$ cat config.mk
export PLATFORM = sky130hd
export DESIGN_NAME = fp_addsub_norm_flat
export DESIGN_NICKNAME = d
export VERILOG_FILES = /design/src/rtl/fp_addsub_norm_if.sv /design/src/rtl/fp_addsub_norm.sv /design/src/flat_wrapper.sv
export SDC_FILE = /design/constraint.sdc
export NUM_CORES = 1
export LEC_CHECK = 0
export ABC_CLOCK_PERIOD_IN_PS = 2900
export CORE_ASPECT_RATIO = 2
export CORE_MARGIN = 1
export CORE_UTILIZATION = 30
export DETAILED_ROUTE_END_ITERATION = 8
export PLACE_DENSITY = 0.47
export SYNTH_ARGS = -nofsm -noshare
export SYNTH_HDL_FRONTEND = slang
export SYNTH_SLANG_ARGS = --single-unit
$ cat constraint.sdc
create_clock -name clk -period 2.9 [get_ports clk]
set_input_delay 0.58 -clock clk [delete_from_list [all_inputs] [get_ports clk]]
set_output_delay 0.58 -clock clk [all_outputs]
set_load 0.01 [all_outputs]
$ cat src/rtl/fp_addsub_norm_if.sv
// rtl/fp_addsub_norm_if.sv - operand/result handshake bundle for fp_addsub_norm
interface fp_addsub_norm_if #(
    parameter int MANT_W = 24,
    parameter int EXP_W  = 8
);
    logic              in_valid;
    logic              in_ready;
    logic              in_op_sub;
    logic              in_sign_a;
    logic              in_sign_b;
    logic [MANT_W-1:0] in_mant_a;
    logic [MANT_W-1:0] in_mant_b;
    logic [EXP_W-1:0]  in_exp;
    logic              in_guard;
    logic              in_round;
    logic              in_sticky;
    logic              in_bypass;

    logic              out_valid;
    logic              out_ready;
    logic              out_sign;
    logic [EXP_W-1:0]  out_exp;
    logic [MANT_W-1:0] out_mant;
    logic              out_guard;
    logic              out_round;
    logic              out_sticky;
    logic              out_zero;
    logic              out_overflow;
    logic              out_subnormal;
    logic              out_bypass;

    modport master (
        output in_valid, in_op_sub, in_sign_a, in_sign_b, in_mant_a, in_mant_b,
               in_exp, in_guard, in_round, in_sticky, in_bypass, out_ready,
        input  in_ready, out_valid, out_sign, out_exp, out_mant, out_guard,
               out_round, out_sticky, out_zero, out_overflow, out_subnormal, out_bypass
    );

    modport slave (
        input  in_valid, in_op_sub, in_sign_a, in_sign_b, in_mant_a, in_mant_b,
               in_exp, in_guard, in_round, in_sticky, in_bypass, out_ready,
        output in_ready, out_valid, out_sign, out_exp, out_mant, out_guard,
               out_round, out_sticky, out_zero, out_overflow, out_subnormal, out_bypass
    );
endinterface

$ cat src/rtl/fp_addsub_norm.sv
// rtl/fp_addsub_norm.sv - aligned-mantissa add/sub with post-normalisation
// FP_FAST_NORM_EN selects one-cycle leading-zero normalisation instead of the serial shifter.
module fp_addsub_norm #(
    parameter int MANT_W = 24,
    parameter int EXP_W  = 8
) (
    input  logic            clk,
    input  logic            reset_n,
    fp_addsub_norm_if.slave bus
);
    localparam int XW = MANT_W + 3;

    typedef enum logic [1:0] {IDLE, NORM, HOLD} state_t;
    state_t state, stateNext;

    logic [XW-1:0]    resMant;
    logic [EXP_W-1:0] resExp;
    logic             resSign, resZero, resOvf, resSub, resBypass;

    logic             accept, effSub, effSignB, aBig;
    logic [XW-1:0]    extA, extB, diff, arithMant;
    logic [XW:0]      sum;
    logic [EXP_W:0]   expInc;
    logic [EXP_W-1:0] arithExp;
    logic             arithSign, arithOvf, arithZero;

    logic [XW-1:0]    normMant;
    logic [EXP_W-1:0] normExp;
    logic             normDone;

    assign accept = bus.in_valid && (state == IDLE);

    always_comb begin
        effSub   = bus.in_sign_a ^ bus.in_sign_b ^ bus.in_op_sub;
        effSignB = bus.in_sign_b ^ bus.in_op_sub;
        // Shifted-out bits belong to the smaller operand; ties give them to B.
        if (bus.in_mant_a < bus.in_mant_b) begin
            extA = {bus.in_mant_a, bus.in_guard, bus.in_round, bus.in_sticky};
            extB = {bus.in_mant_b, 3'b000};
        end else begin
            extA = {bus.in_mant_a, 3'b000};
            extB = {bus.in_mant_b, bus.in_guard, bus.in_round, bus.in_sticky};
        end
        aBig   = (extA >= extB);
        diff   = aBig ? (extA - extB) : (extB - extA);
        sum    = {1'b0, extA} + {1'b0, extB};
        expInc = {1'b0, bus.in_exp} + (EXP_W+1)'(1);

        arithSign = bus.in_sign_a;
        arithExp  = bus.in_exp;
        arithMant = sum[XW-1:0];
        arithOvf  = 1'b0;
        if (effSub) begin
            arithMant = diff;
            arithSign = aBig ? bus.in_sign_a : effSignB;
        end else if (sum[XW]) begin
            arithMant = {sum[XW:2], sum[1] | sum[0]};
            if (expInc[EXP_W] || (&expInc[EXP_W-1:0])) begin
                arithExp = '1;
                arithOvf = 1'b1;
            end else begin
                arithExp = expInc[EXP_W-1:0];
            end
        end
        arithZero = (arithMant == '0);
        if (arithZero) begin
            arithSign = 1'b0;
            arithExp  = '0;
            arithOvf  = 1'b0;
        end
    end

`ifdef FP_FAST_NORM_EN
    logic [EXP_W-1:0] lzc, maxShift, shAmt;

    always_comb begin
        lzc = EXP_W'(XW);
        for (int i = 0; i < XW; i++) begin
            if (resMant[i]) lzc = EXP_W'(XW - 1 - i);
        end
        // Never shift the exponent below 1; anything left unnormalised becomes subnormal.
        maxShift = (resExp > EXP_W'(1)) ? (resExp - EXP_W'(1)) : '0;
        shAmt    = (lzc < maxShift) ? lzc : maxShift;
        normMant = resMant << shAmt;
        normExp  = resExp - shAmt;
        normDone = 1'b1;
    end
`else
    logic canShift;

    always_comb begin
        canShift = !resMant[XW-1] && (resExp > EXP_W'(1));
        normMant = canShift ? (resMant << 1) : resMant;
        normExp  = canShift ? (resExp - EXP_W'(1)) : resExp;
        normDone = !canShift;
    end
`endif

    always_ff @(posedge clk or negedge reset_n) begin
        if (!reset_n) state <= IDLE;
        else          state <= stateNext;
    end

    always_comb begin
        stateNext = state;
        case (state)
            IDLE:    if (accept) stateNext = bus.in_bypass ? HOLD : NORM;
            NORM:    if (normDone) stateNext = HOLD;
            HOLD:    if (bus.out_ready) stateNext = IDLE;
            default: stateNext = IDLE;
        endcase
    end

    always_ff @(posedge clk or negedge reset_n) begin
        if (!reset_n) begin
            resMant   <= '0;
            resExp    <= '0;
            resSign   <= 1'b0;
            resZero   <= 1'b0;
            resOvf    <= 1'b0;
            resSub    <= 1'b0;
            resBypass <= 1'b0;
        end else begin
            case (state)
                IDLE: begin
                    if (accept) begin
                        resSub    <= 1'b0;
                        resBypass <= bus.in_bypass;
                        if (bus.in_bypass) begin
                            resMant <= '0;
                            resExp  <= '0;
                            resSign <= 1'b0;
                            resZero <= 1'b0;
                            resOvf  <= 1'b0;
                        end else begin
                            resMant <= arithMant;
                            resExp  <= arithExp;
                            resSign <= arithSign;
                            resZero <= arithZero;
                            resOvf  <= arithOvf;
                        end
                    end
                end
                NORM: begin
                    resMant <= normMant;
                    if (normDone && !normMant[XW-1] && !resZero) begin
                        resExp <= '0;
                        resSub <= 1'b1;
                    end else begin
                        resExp <= normExp;
                    end
                end
                default: ;
            endcase
        end
    end

    assign bus.in_ready      = (state == IDLE);
    assign bus.out_valid     = (state == HOLD);
    assign bus.out_sign      = resSign;
    assign bus.out_exp       = resExp;
    assign bus.out_mant      = resMant[XW-1:3];
    assign bus.out_guard     = resMant[2];
    assign bus.out_round     = resMant[1];
    assign bus.out_sticky    = resMant[0];
    assign bus.out_zero      = resZero;
    assign bus.out_overflow  = resOvf;
    assign bus.out_subnormal = resSub;
    assign bus.out_bypass    = resBypass;
endmodule

$ cat src/flat_wrapper.sv
// flat-port wrapper written by rule: the top's interface ports become plain ports
module fp_addsub_norm_flat 
#(
    parameter int MANT_W = 24,
    parameter int EXP_W  = 8
)
  (clk, reset_n, bus_in_valid, bus_in_op_sub, bus_in_sign_a, bus_in_sign_b, bus_in_mant_a, bus_in_mant_b, bus_in_exp, bus_in_guard, bus_in_round, bus_in_sticky, bus_in_bypass, bus_out_ready, bus_in_ready, bus_out_valid, bus_out_sign, bus_out_exp, bus_out_mant, bus_out_guard, bus_out_round, bus_out_sticky, bus_out_zero, bus_out_overflow, bus_out_subnormal, bus_out_bypass);
  fp_addsub_norm_if #(.MANT_W(MANT_W), .EXP_W(EXP_W)) bus_i ();
  input  logic clk;
  input  logic reset_n;
  input wire logic [$bits(bus_i.in_valid)-1:0] bus_in_valid;
  input wire logic [$bits(bus_i.in_op_sub)-1:0] bus_in_op_sub;
  input wire logic [$bits(bus_i.in_sign_a)-1:0] bus_in_sign_a;
  input wire logic [$bits(bus_i.in_sign_b)-1:0] bus_in_sign_b;
  input wire logic [$bits(bus_i.in_mant_a)-1:0] bus_in_mant_a;
  input wire logic [$bits(bus_i.in_mant_b)-1:0] bus_in_mant_b;
  input wire logic [$bits(bus_i.in_exp)-1:0] bus_in_exp;
  input wire logic [$bits(bus_i.in_guard)-1:0] bus_in_guard;
  input wire logic [$bits(bus_i.in_round)-1:0] bus_in_round;
  input wire logic [$bits(bus_i.in_sticky)-1:0] bus_in_sticky;
  input wire logic [$bits(bus_i.in_bypass)-1:0] bus_in_bypass;
  input wire logic [$bits(bus_i.out_ready)-1:0] bus_out_ready;
  output wire logic [$bits(bus_i.in_ready)-1:0] bus_in_ready;
  output wire logic [$bits(bus_i.out_valid)-1:0] bus_out_valid;
  output wire logic [$bits(bus_i.out_sign)-1:0] bus_out_sign;
  output wire logic [$bits(bus_i.out_exp)-1:0] bus_out_exp;
  output wire logic [$bits(bus_i.out_mant)-1:0] bus_out_mant;
  output wire logic [$bits(bus_i.out_guard)-1:0] bus_out_guard;
  output wire logic [$bits(bus_i.out_round)-1:0] bus_out_round;
  output wire logic [$bits(bus_i.out_sticky)-1:0] bus_out_sticky;
  output wire logic [$bits(bus_i.out_zero)-1:0] bus_out_zero;
  output wire logic [$bits(bus_i.out_overflow)-1:0] bus_out_overflow;
  output wire logic [$bits(bus_i.out_subnormal)-1:0] bus_out_subnormal;
  output wire logic [$bits(bus_i.out_bypass)-1:0] bus_out_bypass;
  assign bus_i.in_valid = bus_in_valid;
  assign bus_i.in_op_sub = bus_in_op_sub;
  assign bus_i.in_sign_a = bus_in_sign_a;
  assign bus_i.in_sign_b = bus_in_sign_b;
  assign bus_i.in_mant_a = bus_in_mant_a;
  assign bus_i.in_mant_b = bus_in_mant_b;
  assign bus_i.in_exp = bus_in_exp;
  assign bus_i.in_guard = bus_in_guard;
  assign bus_i.in_round = bus_in_round;
  assign bus_i.in_sticky = bus_in_sticky;
  assign bus_i.in_bypass = bus_in_bypass;
  assign bus_i.out_ready = bus_out_ready;
  assign bus_in_ready = bus_i.in_ready;
  assign bus_out_valid = bus_i.out_valid;
  assign bus_out_sign = bus_i.out_sign;
  assign bus_out_exp = bus_i.out_exp;
  assign bus_out_mant = bus_i.out_mant;
  assign bus_out_guard = bus_i.out_guard;
  assign bus_out_round = bus_i.out_round;
  assign bus_out_sticky = bus_i.out_sticky;
  assign bus_out_zero = bus_i.out_zero;
  assign bus_out_overflow = bus_i.out_overflow;
  assign bus_out_subnormal = bus_i.out_subnormal;
  assign bus_out_bypass = bus_i.out_bypass;
  fp_addsub_norm #(.MANT_W(MANT_W), .EXP_W(EXP_W)) u_core (.clk(clk), .reset_n(reset_n), .bus(bus_i));
endmodule
==> results of run 1 <==
critical path: cells and delay by family:
kind | cells | cell delay [ps]
AO/OA/AOI/OAI | 10 | 2050
AND/OR/NAND/NOR | 7 | 1580
adder cells (fa/ha/maj) | 2 | 490
buffers and inverters | 6 | 810
metrics by stage:
stage | hold slack, ps | power, mW | std cells | cell area [um^2]
after floorplan | 284.4 | 3.140 | 1189 | 8620
after global placement | 478.4 | 5.587 | 2052 | 13420
after detailed placement | 491.0 | 5.612 | 2052 | 13420
after CTS | 468.9 | 6.676 | 2097 | 14680
after global routing | 530.1 | 7.366 | 2113 | 15170
final | 440.9 | 6.985 | 2113 | 15170
how the worst min path moves through the flow:
stage	from	to	slack, ps	cells past startpoint
after global routing	reset_n	u_core.bus.out_exp[0]	530	1
final	reset_n	u_core.resMant[1]	440	1
after CTS	reset_n	u_core.resMant[1]	470	1
after detailed placement	u_core.bus.out_bypass	u_core.bus.out_bypass	490	2
after floorplan	reset_n	u_core.bus.out_bypass	280	0
after global placement	u_core.bus.out_sign	u_core.bus.out_sign	480	2
flip-flops by register name, summed over array words and instances (netlist names):
register,flops
u_core.resMant,27
u_core.state,2
u_core.bus.out_bypass,1
u_core.bus.out_overflow,1
u_core.bus.out_exp,8
u_core.bus.out_sign,1
u_core.bus.out_zero,1
u_core.bus.out_subnormal,1
cells in the final DEF, fill, tap and decap left out, types with 19 or more instances in the layout:
cell and count:
a21o_1 22, ha_4 27, nand3_1 26, clkdlybuf4s50_1 59, inv_1 47, nand4_1 20
o21ai_0 68, nor3_1 34, xnor2_1 27, buf_6 44, a21oi_1 103, dfrtp_1 42
buf_4 483, ha_1 51, nor2_1 117, o211ai_1 19, inv_2 20, nand2_1 87
cell type report:
cell class / instances / area share
clock buffer: 6 / 0.008498
timing repair buffer: 634 / 0.3406
clock inverter: 2 / 0.002475
tap: 348 / 0.02871
sequential: 42 / 0.06930
inverter: 73 / 0.01955
multi-input combinational: 1008 / 0.5309
power by group:
| group | internal (mW) | total, mW | switching, mW |
|---|---|---|---|
| logic | 2.59 | 5.24 | 2.65 |
| registers | 0.846 | 1.09 | 0.243 |
| clock network | 0.407 | 0.658 | 0.251 |
| total | 3.84 | 6.98 | 3.15 |
Yosys cell counts (4+ instances only):
library cell  number  area (um^2)
nor2_1           125        469.2
ha_1              79        988.5
a21o_1            22        165.2
and3_1             7        43.79
xnor2_1           33        289.0
a221o_1            4        40.04
or4_1              4        30.03
and4_1             7        61.31
o311ai_0           7        61.31
buf_2              9        45.04
nand3_1           34        170.2
inv_1             72        270.3
o22ai_1            7        43.79
nor4b_1            4        35.03
a22o_1             4        35.03
mux2i_1            8        80.08
a211oi_1          25        187.7
nor4_1             8        50.05
a221oi_1           7        61.31
and2_1             4        25.02
dfrtp_1           42         1051
xor2_1             7        61.31
o21ai_0           87        435.4
nor2b_1           15        93.84
o211ai_1          19        142.6
or2_2              9        56.30
clkbuf_1          51        191.4
o221ai_1          11        96.34
nand3b_1           4        30.03
o31a_1             4        35.03
or3_1             18        112.6
a31oi_1           18        112.6
nand2b_1           9        56.30
a21oi_1          127        635.6
o21bai_1          13        97.59
nand4_1           20        125.1
o21a_1            13        97.59
o2111ai_1          8        70.07
mux2_2             5        56.30
buf_1              5        18.77
o31ai_1           19        142.6
a2111oi_0          8        70.07
nor3_1            37        185.2
nand2_1          103        386.6
what timing repair did:
item	4_1_cts	5_1_grt
gates cloned	3	0
resized for setup	309	97
setup buffers	38	16
pin swaps	51	28
setup endpoints to repair	38	38
logic make-up after synthesis:
kind of cell,Yosys count,synth area share
AO/OA/AOI/OAI,447,0.3621
AND/OR/NAND/NOR,427,0.2596
buffers and inverters,141,0.06858
adder cells (fa/ha/maj),79,0.1212
flip-flops,42,0.1289
XOR/XNOR,40,0.04296
multiplexers,13,0.01672
per-layer routing:
layer  vias to the layer above  GRT usage  wire length [um]
met5                         -          0                 0
met1                      5657     0.2972             14830
met3                       216    0.02495              1494
met2                       424     0.6257             24500
li1                       5566          -                 -
met4                         0     0.3126              5175
==> flow_summary.toml, run 1 <==
[run_status]
status = "finished with violations"
violations = "setup timing"

[power_and_ir_drop]
p_leak_nw = 6.708
pwr_density_cell_nw_per_um2 = 460.6
ir_worst_vdd_mv = 0.2566

[flow_run]
drv_cap = 0

[logic_synthesis]
synth_area_um2 = 8155
syn_area_per_cell_um2 = 6.859
ys_seq_elements = 42
synth.distinct_cells = 87
ys.flop_type = "dfrtp_1"
synth_edf_count = 0
ys_seq_area_frac = 0.1289
synthArstFlopShare = 1.000
syn_nets = 1335
yosysWarnings = 0
synthCells = 1189

[drt]
drt-pass1-iter-count = 5
dr_total_vias = 11860
wl_per_cell_um = 21.77
ant_nets = 0
viasPerCell = 5.614
wirelength_um = 46000
drc_errors = 0
drt_iter0_markers = 609

[global_route]
grt_pass1_vias = 12380
track_usage = 0.3279
grt-ovfl-total = 0
grt_max_degree = 43
antenna_found_initial = 0
grt_pass1_wl_um = 69410

[layout]
drive_gt1_frac = 0.4493
final-seq-area_um2 = 1051
syn2layout_area_growth_pct = 85.96
final_nets = 1910
multi_input_area_um2 = 8051
nFillCells = 2624
final_core_util = 0.5659
antennaDiodeCount = 0

[setup_path]
required_ps = 3050
rr_endpoint = "u_core.bus.out_exp[5]"
crit_slowest_cell = "or4bb_4"
crit_path_end = "u_core.bus.out_exp[5]"
crit_path_max_fanout = 5
crit_type = "in2reg"
crit_arrival_ps = 5560
r2r-start = "u_core.bus.out_exp[4]"
worst_r2r_path_depth = 8
slowest_delay_ps = 470
cp-end-kind = "register"
reg2reg_slack_ps = 200
startpoint = "bus_in_mant_b[15]"
start_kind = "input port"
path_common_cell = "buf_12"

[die]
rows = 85
ios = 109
die_area_um2 = 27890
core_area_um2 = 26800
die_h_um = 235.2
die_w_um = 118.6
start_util = 0.3043

[clocking]
cts_buffers = 5
htreeDepth = 2
insertion_delay_ps = 300
cts-root-buf = "clkbuf_16"
clkTransAtPathRegs_ps = 60
tritoncts = "done"
holdBufCountCts = 0
cts.sinks = 42
clockBufferDepth = 2

[placement]
gp_congestion = 0.9930
io_buffer_count = 108
preCtsSetupSlack_ps = -3454
hpwl_um = 37670

[sta]
slew_headroom = 0.3406
finalWorstPathRequiredPeriod_ps = 5403
fmax_ghz = 0.1851
finalClockSkew_ps = 6.682
hold_violations = 0
setup_tns_ps = -67590
rsz0062_at_grt = "true"
finalWorstSetupSlack_ps = -2503
fin_crit_sh = 1.863
worst_pin_slew_ps = 989.1
finalSetupViolCount = 38
finalMaxSlewViolations = 0

[min_path]
min_path_type = "in2async"
Power figures use the tool's default switching activity.
==> run 2, diff against run 1 <==
--- a/config.mk
+++ b/config.mk
@@ -8,9 +8,10 @@
 export ABC_CLOCK_PERIOD_IN_PS = 2900
 export CORE_ASPECT_RATIO = 2
 export CORE_MARGIN = 1
-export CORE_UTILIZATION = 30
+export CORE_UTILIZATION = 25
+export CTS_CLUSTER_SIZE = 10
 export DETAILED_ROUTE_END_ITERATION = 8
-export PLACE_DENSITY = 0.47
+export PLACE_DENSITY = 0.41
 export SYNTH_ARGS = -nofsm -noshare
 export SYNTH_HDL_FRONTEND = slang
 export SYNTH_SLANG_ARGS = --single-unit
==> run 2 against run 1 <==
Net effect:
- the run still ends with setup timing left
- cell count up 4.0%
- critical path depth grew 2
- die area is 20% higher
- global-route usage down 4.3 points
- maximum frequency is 0.45% higher
- clock-buffer cell count unchanged
- sequential share of layout area down 0.071 points
==> flow_summary.toml, run 2 (synthesized netlist as in run 1, its figures left out) <==
[run_status]
status = "finished with violations"
violations = "setup timing"

[drt]
wl_per_cell_um = 21.46
dr_total_vias = 11720
drt_iter0_markers = 566
ant_nets = 0
drt-pass1-iter-count = 5
wirelength_um = 47160
drc_errors = 0
viasPerCell = 5.330

[layout]
antennaDiodeCount = 0
drive_gt1_frac = 0.4619
syn2layout_area_growth_pct = 87.89
layout_common_cells = "buf_4 (490), nor2_1 (115), a21oi_1 (97)"
final_common_cell = "buf_4"
final_core_util = 0.4771
largest_reg_flops = 27
regMostFlops = "u_core.resMant"
final_nets = 1916

[die]
die_h_um = 257.4
start_util = 0.2539
die_w_um = 129.7
core_area_um2 = 32120
rows = 93
die_area_um2 = 33390
ios = 109

[setup_path]
path_common_cell = "buf_6"
slowest_delay_ps = 430
crit_arrival_ps = 5540
cp-end-kind = "register"
crit_path_max_fanout = 6
crit_type = "in2reg"
required_ps = 3060
reg2reg_slack_ps = 260
start_kind = "input port"
crit_slowest_cell = "a2111o_1"

[sta]
worst_pin_slew_ps = 999.9
finalSetupViolCount = 38
hold_violations = 0
finalClockSkew_ps = 5.883
finalWorstPathRequiredPeriod_ps = 5379
setup_tns_ps = -68240
fmax_ghz = 0.1859
finalWorstSetupSlack_ps = -2479
slew_headroom = 0.3334
fin_crit_sh = 1.855
finalMaxSlewViolations = 0
rsz0062_at_grt = "true"

[global_route]
grt_util_met2 = 0.5492
grtUsageMet3 = 0.01559
grt-ovfl-total = 0
antenna_found_initial = 0
top_usage_layer = "met2"
track_usage = 0.2844
grt_pass1_wl_um = 70060
grt_pass1_vias = 12240
grt_max_degree = 45
grt_use_met1 = 0.2559

[clocking]
htreeDepth = 2
clockBufferDepth = 2
clkTransAtPathRegs_ps = 70
cts-root-buf = "clkbuf_16"
insertion_delay_ps = 300
cts.sinks = 42
tritoncts = "done"
holdBufCountCts = 0
cts_buffers = 5

[flow_run]
drv_cap = 0

[placement]
preCtsSetupSlack_ps = -3451
gp_congestion = 0.9701
hpwl_um = 39610
io_buffer_count = 108

[min_path]
min_path_type = "in2async"

[power_and_ir_drop]
p_leak_nw = 6.746
ir_worst_vdd_mv = 0.4590
pwr_density_cell_nw_per_um2 = 449.0
## run 2: per-layer routing
layer / part of all wire / vias to the layer above
met2: 0.54 / 367
met4: 0.11 / 0
met1: 0.33 / 5608
met5: 0 / -
met3: 0.027 / 166
li1: - / 5575
## run 2: power by group
part	internal, mW	total [mW]	switching [mW]
combinational	2.56	5.18	2.63
clock	0.342	0.602	0.260
sequential	0.846	1.09	0.247
total	3.75	6.88	3.13
## run 2: path summary, 6_finish.rpt
check	depth (start not counted)	end	startpoint
hold reg to reg	2	u_core.bus.out_bypass	u_core.bus.out_bypass
setup reg to reg	8	u_core.bus.out_exp[4]	u_core.bus.out_exp[2]
setup / recovery	27	u_core.bus.out_exp[6]	bus_in_mant_b[15]
min in group clk	2	u_core.bus.out_bypass	u_core.bus.out_bypass
hold / removal	1	u_core.bus.out_exp[1]	reset_n
max in group asynchronous	1	u_core.resMant[18]	reset_n
## run 2: stage by stage
stage | hold slack [ps] | cell area, um^2 | cells | power [mW]
floorplan | 284.4 | 8620 | 1189 | 3.140
global placement | 478.3 | 13640 | 2144 | 5.646
detailed placement | 467.1 | 13640 | 2144 | 5.660
CTS | 471.3 | 15020 | 2187 | 6.707
global route | 527.2 | 15320 | 2198 | 7.311
finish | 439.0 | 15320 | 2198 | 6.880
## run 2: area by class of cell
type,instances,area (um^2)
clock buffers,6,138.9
clock inverters,2,12.51
fillers,3390,16790
inverters,73,294.0
multi-input cells,1006,8056
flip-flops and latches,42,1051
well taps,427,534.3
repair buffers,642,5236
## run 2: worst max-delay path: cells and delay by family
kind / cells / cell delay (ps)
AOI/OAI and AO/OA: 9 / 2090
and+or+nand+nor: 8 / 1210
adders and majority gates: 2 / 500
buffers and inverters: 7 / 840
muxes: 1 / 310
## run 2: repair_timing
item	4_1_cts	5_1_grt
gates resized for setup	332	89
gates cloned	1	0
pin swaps	82	46
hold endpoints to repair	0	0
buffers inserted	43	14
endpoints found under the setup margin	38	38
